`config.mk`:
```
export PLATFORM = sky130hd
export DESIGN_NAME = gs_cfg_sequencer
export DESIGN_NICKNAME = d
export VERILOG_FILES = /design/src/rtl/gs_cfg_sequencer.sv
export SDC_FILE = /design/constraint.sdc
export NUM_CORES = 1
export LEC_CHECK = 0
export BUFFER_PORTS_ARGS = -buffer_cell sky130_fd_sc_hd__buf_2
export CORE_UTILIZATION = 25
export CTS_CLUSTER_DIAMETER = 40
export DETAILED_ROUTE_END_ITERATION = 10
export GPL_TIMING_DRIVEN = 0
export HOLD_SLACK_MARGIN = 0.03
export SLEW_MARGIN = 40
export SYNTH_ARGS = -nofsm -noshare
export SYNTH_HDL_FRONTEND = slang
export SYNTH_SLANG_ARGS = --single-unit
```
`constraint.sdc`:
```
create_clock -name clkin -period 5.33 [get_ports clkin]
set_input_delay 1.066 -clock clkin [delete_from_list [all_inputs] [get_ports clkin]]
set_output_delay 1.066 -clock clkin [all_outputs]
set_load 0.02 [all_outputs]
```
`src/rtl/gs_cfg_sequencer.sv`:
```
// NeoGS FPGA configuration sequencer and reset controller: drives nCONFIG, watches the
// ACEX1K status pins with timeout and retry, and owns the memcfg paging register.
module gs_cfg_sequencer #(
  parameter int unsigned PAGE_W    = 1,
  parameter int unsigned PULSE_CYC = 8,
  parameter int unsigned TMO_W     = 16,
  parameter int unsigned RETRIES   = 2,
  parameter int unsigned RST_W     = 4,
  parameter int unsigned SYNC_STG  = 2
) (
  input  logic              clkin,
  input  logic              coldres,
  input  logic              io_wr,
  input  logic              io_rd,
  input  logic [1:0]        port_sel,
  input  logic [7:0]        wdata,
  output logic [7:0]        rdata,
  output logic              config_n,
  input  logic              status_n,
  input  logic              conf_done,
  input  logic              init_done,
  output logic              disbl,
  output logic              warmres_n,
  output logic              was_cold_reset_n,
  output logic              mem_ram,
  output logic [PAGE_W-1:0] mem_page,
  output logic              cfg_error
);

  localparam int unsigned CntW = (TMO_W > $clog2(PULSE_CYC)) ? TMO_W : $clog2(PULSE_CYC);
  localparam logic [CntW-1:0] PulseLast = CntW'(PULSE_CYC - 1);
  // Last WAIT_ST count value; the timeout fires after 2**TMO_W-1 cycles in WAIT_ST.
  localparam logic [CntW-1:0] TmoLast   = CntW'((2 ** TMO_W) - 2);

  typedef enum logic [2:0] {StPulse, StWaitSt, StLoad, StInit, StDone, StError} state_e;

  state_e              state_q, state_d;
  logic [CntW-1:0]     cnt_q, cnt_d;
  logic [2:0]          retry_q, retry_d;
  logic [RST_W-1:0]    rst_cnt_q, rst_cnt_d;
  logic [SYNC_STG-1:0] st_sync_q, cd_sync_q, id_sync_q;
  logic                init_prev_q;
  logic                config_n_q, disbl_q, warmres_n_q, was_cold_q, mem_ram_q, cfg_error_q;
  logic [PAGE_W-1:0]   mem_page_q;
  logic [7:0]          rdata_q, rd_val;

  logic status_n_s, conf_done_s, init_done_s, init_rise;
  logic wr_p01, wr_p10, trigger, done_entry;
  logic unused_wdata;

  assign status_n_s  = st_sync_q[SYNC_STG-1];
  assign conf_done_s = cd_sync_q[SYNC_STG-1];
  assign init_done_s = id_sync_q[SYNC_STG-1];
  assign init_rise   = init_done_s && !init_prev_q;

  assign wr_p01     = io_wr && (port_sel == 2'b01);
  assign wr_p10     = io_wr && (port_sel == 2'b10);
  assign trigger    = wr_p10 && !wdata[0];
  assign done_entry = (state_d == StDone) && !disbl_q;
  assign unused_wdata = ^wdata;

  always_comb begin
    state_d = state_q;
    cnt_d   = cnt_q;
    retry_d = retry_q;
    case (state_q)
      StPulse: begin
        if (cnt_q == PulseLast) begin
          state_d = StWaitSt;
          cnt_d   = '0;
        end else begin
          cnt_d = cnt_q + CntW'(1);
        end
      end
      StWaitSt: begin
        if (status_n_s) begin
          state_d = StLoad;
        end else if (cnt_q == TmoLast) begin
          state_d = StError;
        end else begin
          cnt_d = cnt_q + CntW'(1);
        end
      end
      StLoad, StInit: begin
        if (!status_n_s) begin
          if (retry_q < 3'(RETRIES)) begin
            state_d = StPulse;
            cnt_d   = '0;
            retry_d = retry_q + 3'd1;
          end else begin
            state_d = StError;
          end
        end else if ((state_q == StLoad) && conf_done_s) begin
          state_d = StInit;
        end else if ((state_q == StInit) && init_rise) begin
          state_d = StDone;
        end
      end
      StDone, StError: ;
      default: begin
        state_d = StPulse;
        cnt_d   = '0;
      end
    endcase
    // Host trigger overrides whatever the FSM decided, including mid-pulse restart.
    if (trigger) begin
      state_d = StPulse;
      cnt_d   = '0;
      retry_d = '0;
    end
  end

  always_comb begin
    rst_cnt_d = rst_cnt_q;
    if (done_entry) begin
      rst_cnt_d = '1;
    end else if (rst_cnt_q != '0) begin
      rst_cnt_d = rst_cnt_q - RST_W'(1);
    end
  end

  always_comb begin
    rd_val = '0;
    case (port_sel)
      2'b01:   rd_val = {was_cold_q, 7'b0};
      2'b10:   rd_val = {status_n_s, cfg_error_q, disbl_q, retry_q, init_done_s, conf_done_s};
      default: rd_val = '0;
    endcase
  end

  always_ff @(posedge clkin or posedge coldres) begin
    if (coldres) begin
      state_q     <= StPulse;
      cnt_q       <= '0;
      retry_q     <= '0;
      rst_cnt_q   <= '1;
      st_sync_q   <= '0;
      cd_sync_q   <= '0;
      id_sync_q   <= '0;
      init_prev_q <= 1'b0;
      config_n_q  <= 1'b0;
      disbl_q     <= 1'b0;
      warmres_n_q <= 1'b0;
      was_cold_q  <= 1'b0;
      mem_ram_q   <= 1'b0;
      mem_page_q  <= '0;
      cfg_error_q <= 1'b0;
      rdata_q     <= '0;
    end else begin
      state_q     <= state_d;
      cnt_q       <= cnt_d;
      retry_q     <= retry_d;
      rst_cnt_q   <= rst_cnt_d;
      st_sync_q   <= {st_sync_q[SYNC_STG-2:0], status_n};
      cd_sync_q   <= {cd_sync_q[SYNC_STG-2:0], conf_done};
      id_sync_q   <= {id_sync_q[SYNC_STG-2:0], init_done};
      init_prev_q <= init_done_s;
      config_n_q  <= (state_d != StPulse);
      disbl_q     <= (state_d == StDone);
      cfg_error_q <= (state_d == StError);
      // Registered off the pre-update count so the low phase spans the full 2**RST_W cycles.
      warmres_n_q <= !done_entry && (rst_cnt_q == '0);
      if (wr_p10 && wdata[7]) begin
        was_cold_q <= 1'b1;
      end
      if (wr_p01) begin
        mem_ram_q  <= wdata[7];
        mem_page_q <= wdata[PAGE_W-1:0];
      end
      if (io_rd) begin
        rdata_q <= rd_val;
      end
    end
  end

  assign rdata            = rdata_q;
  assign config_n         = config_n_q;
  assign disbl            = disbl_q;
  assign warmres_n        = warmres_n_q;
  assign was_cold_reset_n = was_cold_q;
  assign mem_ram          = mem_ram_q;
  assign mem_page         = mem_page_q;
  assign cfg_error        = cfg_error_q;

endmodule

```
==> impl_metrics.toml <==
[outcome]
outcome = "finished, final reports clean"

[timing]
final-setup-viol-count = 0
clock.fmax_mhz = 386
hold_viol = 0
fin_skew_ns = 0.0128
relSlewSlack_pct = 56.7
finalMaxSlewViolations = 0
fin_crit_sh_pct = 48.6
worstMarginPinSlew_ns = 0.647
layout_min_cycle_time_ns = 2.59
tns_ns = 0
rsz0062_at_grt = "no"

[setup_path]
criticalPathCategory = "in -> reg"
crit_path_end_kind = "flop"
path_max_fanout = 10
cp.arrival_ns = 2.78
worst_ep_required_time_ns = 5.52
worstSetupStartpointType = "input port"

[clock_network]
clk_latency_ns = 0.30
postCtsSetupBuffers = 0
cts_tree = "built"
cts_max_path_buffers = 2
cts_buffers = 5
htreeDepth = 2
root_buffer = "clkbuf_8"
post_cts_resize_count = 0
cts.clk_slew.worst_paths_ns = 0.10
clkSinkCount = 48
cts_hold_buf = 0

[detailed_routing]
drtIter0Drc = 166
drc_errors = 0
wl_um = 5270
vias = 1977
wire_per_inst_um = 12.9
antenna_left = 0
firstDrtPassIters = 4
routed_via_density = 4.86

[cells_and_area]
layout_commonest_cell = "dfrtp_1"
area_growth_pct = 18.3
antenna_cells = 0
layout_common_cells = "dfrtp_1 (44), buf_2 (28), nor2_1 (20), inv_1 (16), nand3_1 (15)"
drive_gt1_share_pct = 21.6
final_cells = 407
nets = 301

[synth]
syn_area_per_cell_um2 = 10.0
synth_ff_type = "dfrtp_1"
synthDistinctLibCells = 54
synth_edf_count = 0
synthArstFlopShare_pct = 100
ys_ff_latch = 48
syn_nets = 268
syn_area_mm2 = 0.00245
ys_seq_area_share_pct = 49.3
synth_cells = 244
synth_warnings = 0

[min_path]
hold_class = "reg -> reg"

[die]
die_h_um = 101
ioPinCount = 32
core-area_mm2 = 0.00937
rows = 35
die_area_mm2 = 0.0102
start_util_pct = 26.1
die_w_um = 101

[global_route]
grt_max_degree = 36
gr-total-overflow = 0
track_usage_pct = 11.5
antenna_found_initial = 0
grt_pass1_wl_um = 9290
grt_pass1_vias = 1917

[place]
hpwl_um = 3820
place_congestion = 0.853
place_inst = 399
io_buffers = 25

[pwr]
total_power_mw = 1.27
internal-power_mw = 0.818
p_leak_nw = 1.28
power.switching_mw = 0.454
p_per_area_mw_per_mm2 = 440
switching_share_pct = 35.7
p_seq_share_pct = 38.4
comb_power_share_pct = 36.9
p_clk_share_pct = 24.8
peakVddDrop_mv = 0.140

[job]
drv_cap = 0
-- flip-flops by register name (all words and copies together) (netlist names), 2 cells and up --
signal,flops
cd_sync_q,2
rdata,8
cnt_q,16
st_sync_q,2
rst_cnt_q,4
state_q,3
retry_q,3
id_sync_q,2
-- cell usage after synthesis, types with 4 or more instances --
cell / instances / area (um^2)
a21oi_1: 5 / 25.0
a22o_1: 9 / 78.8
a31oi_1: 7 / 43.8
dfrtp_1: 44 / 1100
dfstp_2: 4 / 105
ha_1: 7 / 87.6
inv_1: 17 / 63.8
nand2_1: 14 / 52.6
nand2b_1: 4 / 25.0
nand3_1: 15 / 75.1
nor2_1: 20 / 75.1
nor3_1: 6 / 30.0
nor4_1: 7 / 43.8
o21ai_0: 10 / 50.1
o21ai_1: 7 / 35.0
o22ai_1: 5 / 31.3
o2bb2ai_1: 6 / 52.6
-- worst max-delay path: stages --
cell,delay [ns]
buf_2,0.11
inv_1,0.05
ha_1,0.16
nand2_1,0.05
nor2_1,0.49
clkbuf_1,0.48
o2bb2ai_1,0.14
a22o_1,0.24
-- routing by layer --
| layer | GRT usage, % | vias to the layer above | wire [um] |
|---|---|---|---|
| li1 | - | 955 | - |
| met4 | 3.79 | 0 | 55 |
| met2 | 17.9 | 35 | 2430 |
| met1 | 16.0 | 981 | 2590 |
| met5 | 0 | - | 0 |
| met3 | 2.43 | 6 | 190 |
-- path summary, 6_finish.rpt --
path                                   start            to  slack [ns]  depth (start not counted)
worst min register to register  cd_sync_q[0]  cd_sync_q[1]        0.34                          0
worst max register to register      cnt_q[1]     cnt_q[11]        3.06                          7
worst min-delay path            cd_sync_q[0]  cd_sync_q[1]        0.34                          0
min in group asynchronous            coldres  st_sync_q[0]        0.68                          2
max in group asynchronous            coldres  rst_cnt_q[0]        4.15                          3
worst max-delay path             port_sel[0]      cnt_q[7]        2.74                          8
-- per-stage QoR --
| stage | area, um^2 | utilization, % | hold slack, ns | setup slack (ns) |
|---|---|---|---|---|
| 6_report | 2890 | 30.9 | 0.339 | 2.74 |
| 5_1_grt | 2890 | 30.9 | 0.356 | 2.56 |
| 4_1_cts | 2890 | 30.9 | 0.350 | 2.71 |
| 3_5_place_dp | 2760 | 29.4 | 0.336 | 2.36 |
| 3_3_place_gp | 2730 | 29.2 | 0.333 | 2.40 |
| 2_1_floorplan | 2450 | - | 0.331 | 2.92 |
-- layout make-up --
class                   count  area [um^2]
fillers                   997         6480
flip-flops and latches     48         1210
multi-input cells         168         1120
well taps                 129          161
repair buffers             26          145
inverters                  18         70.1
clock buffers               5         68.8
clock inverters             3         68.8
plain buffers              10         56.3
-- cells by family after synthesis --
logic type	count (synthesis)	synth area share (%)
DFF	48	49.3
adders and majority gates	7	3.58
and+or+nand+nor	92	21.1
AOI/OAI and AO/OA	63	18.5
muxes	3	1.38
buffers and inverters	28	5.06
xor gates and xnor gates	3	1.07
-- power by group through the flow --
stage | Combinational, mW | Sequential, mW | Clock [mW]
CTS | 0.471 | 0.489 | 0.325
global placement | 0.458 | 0.494 | 0
finish | 0.469 | 0.488 | 0.315
global route | 0.527 | 0.498 | 0.339
detailed placement | 0.468 | 0.497 | 0
floorplan | 0.345 | 0.502 | 0
Power figures use the tool's default switching activity.
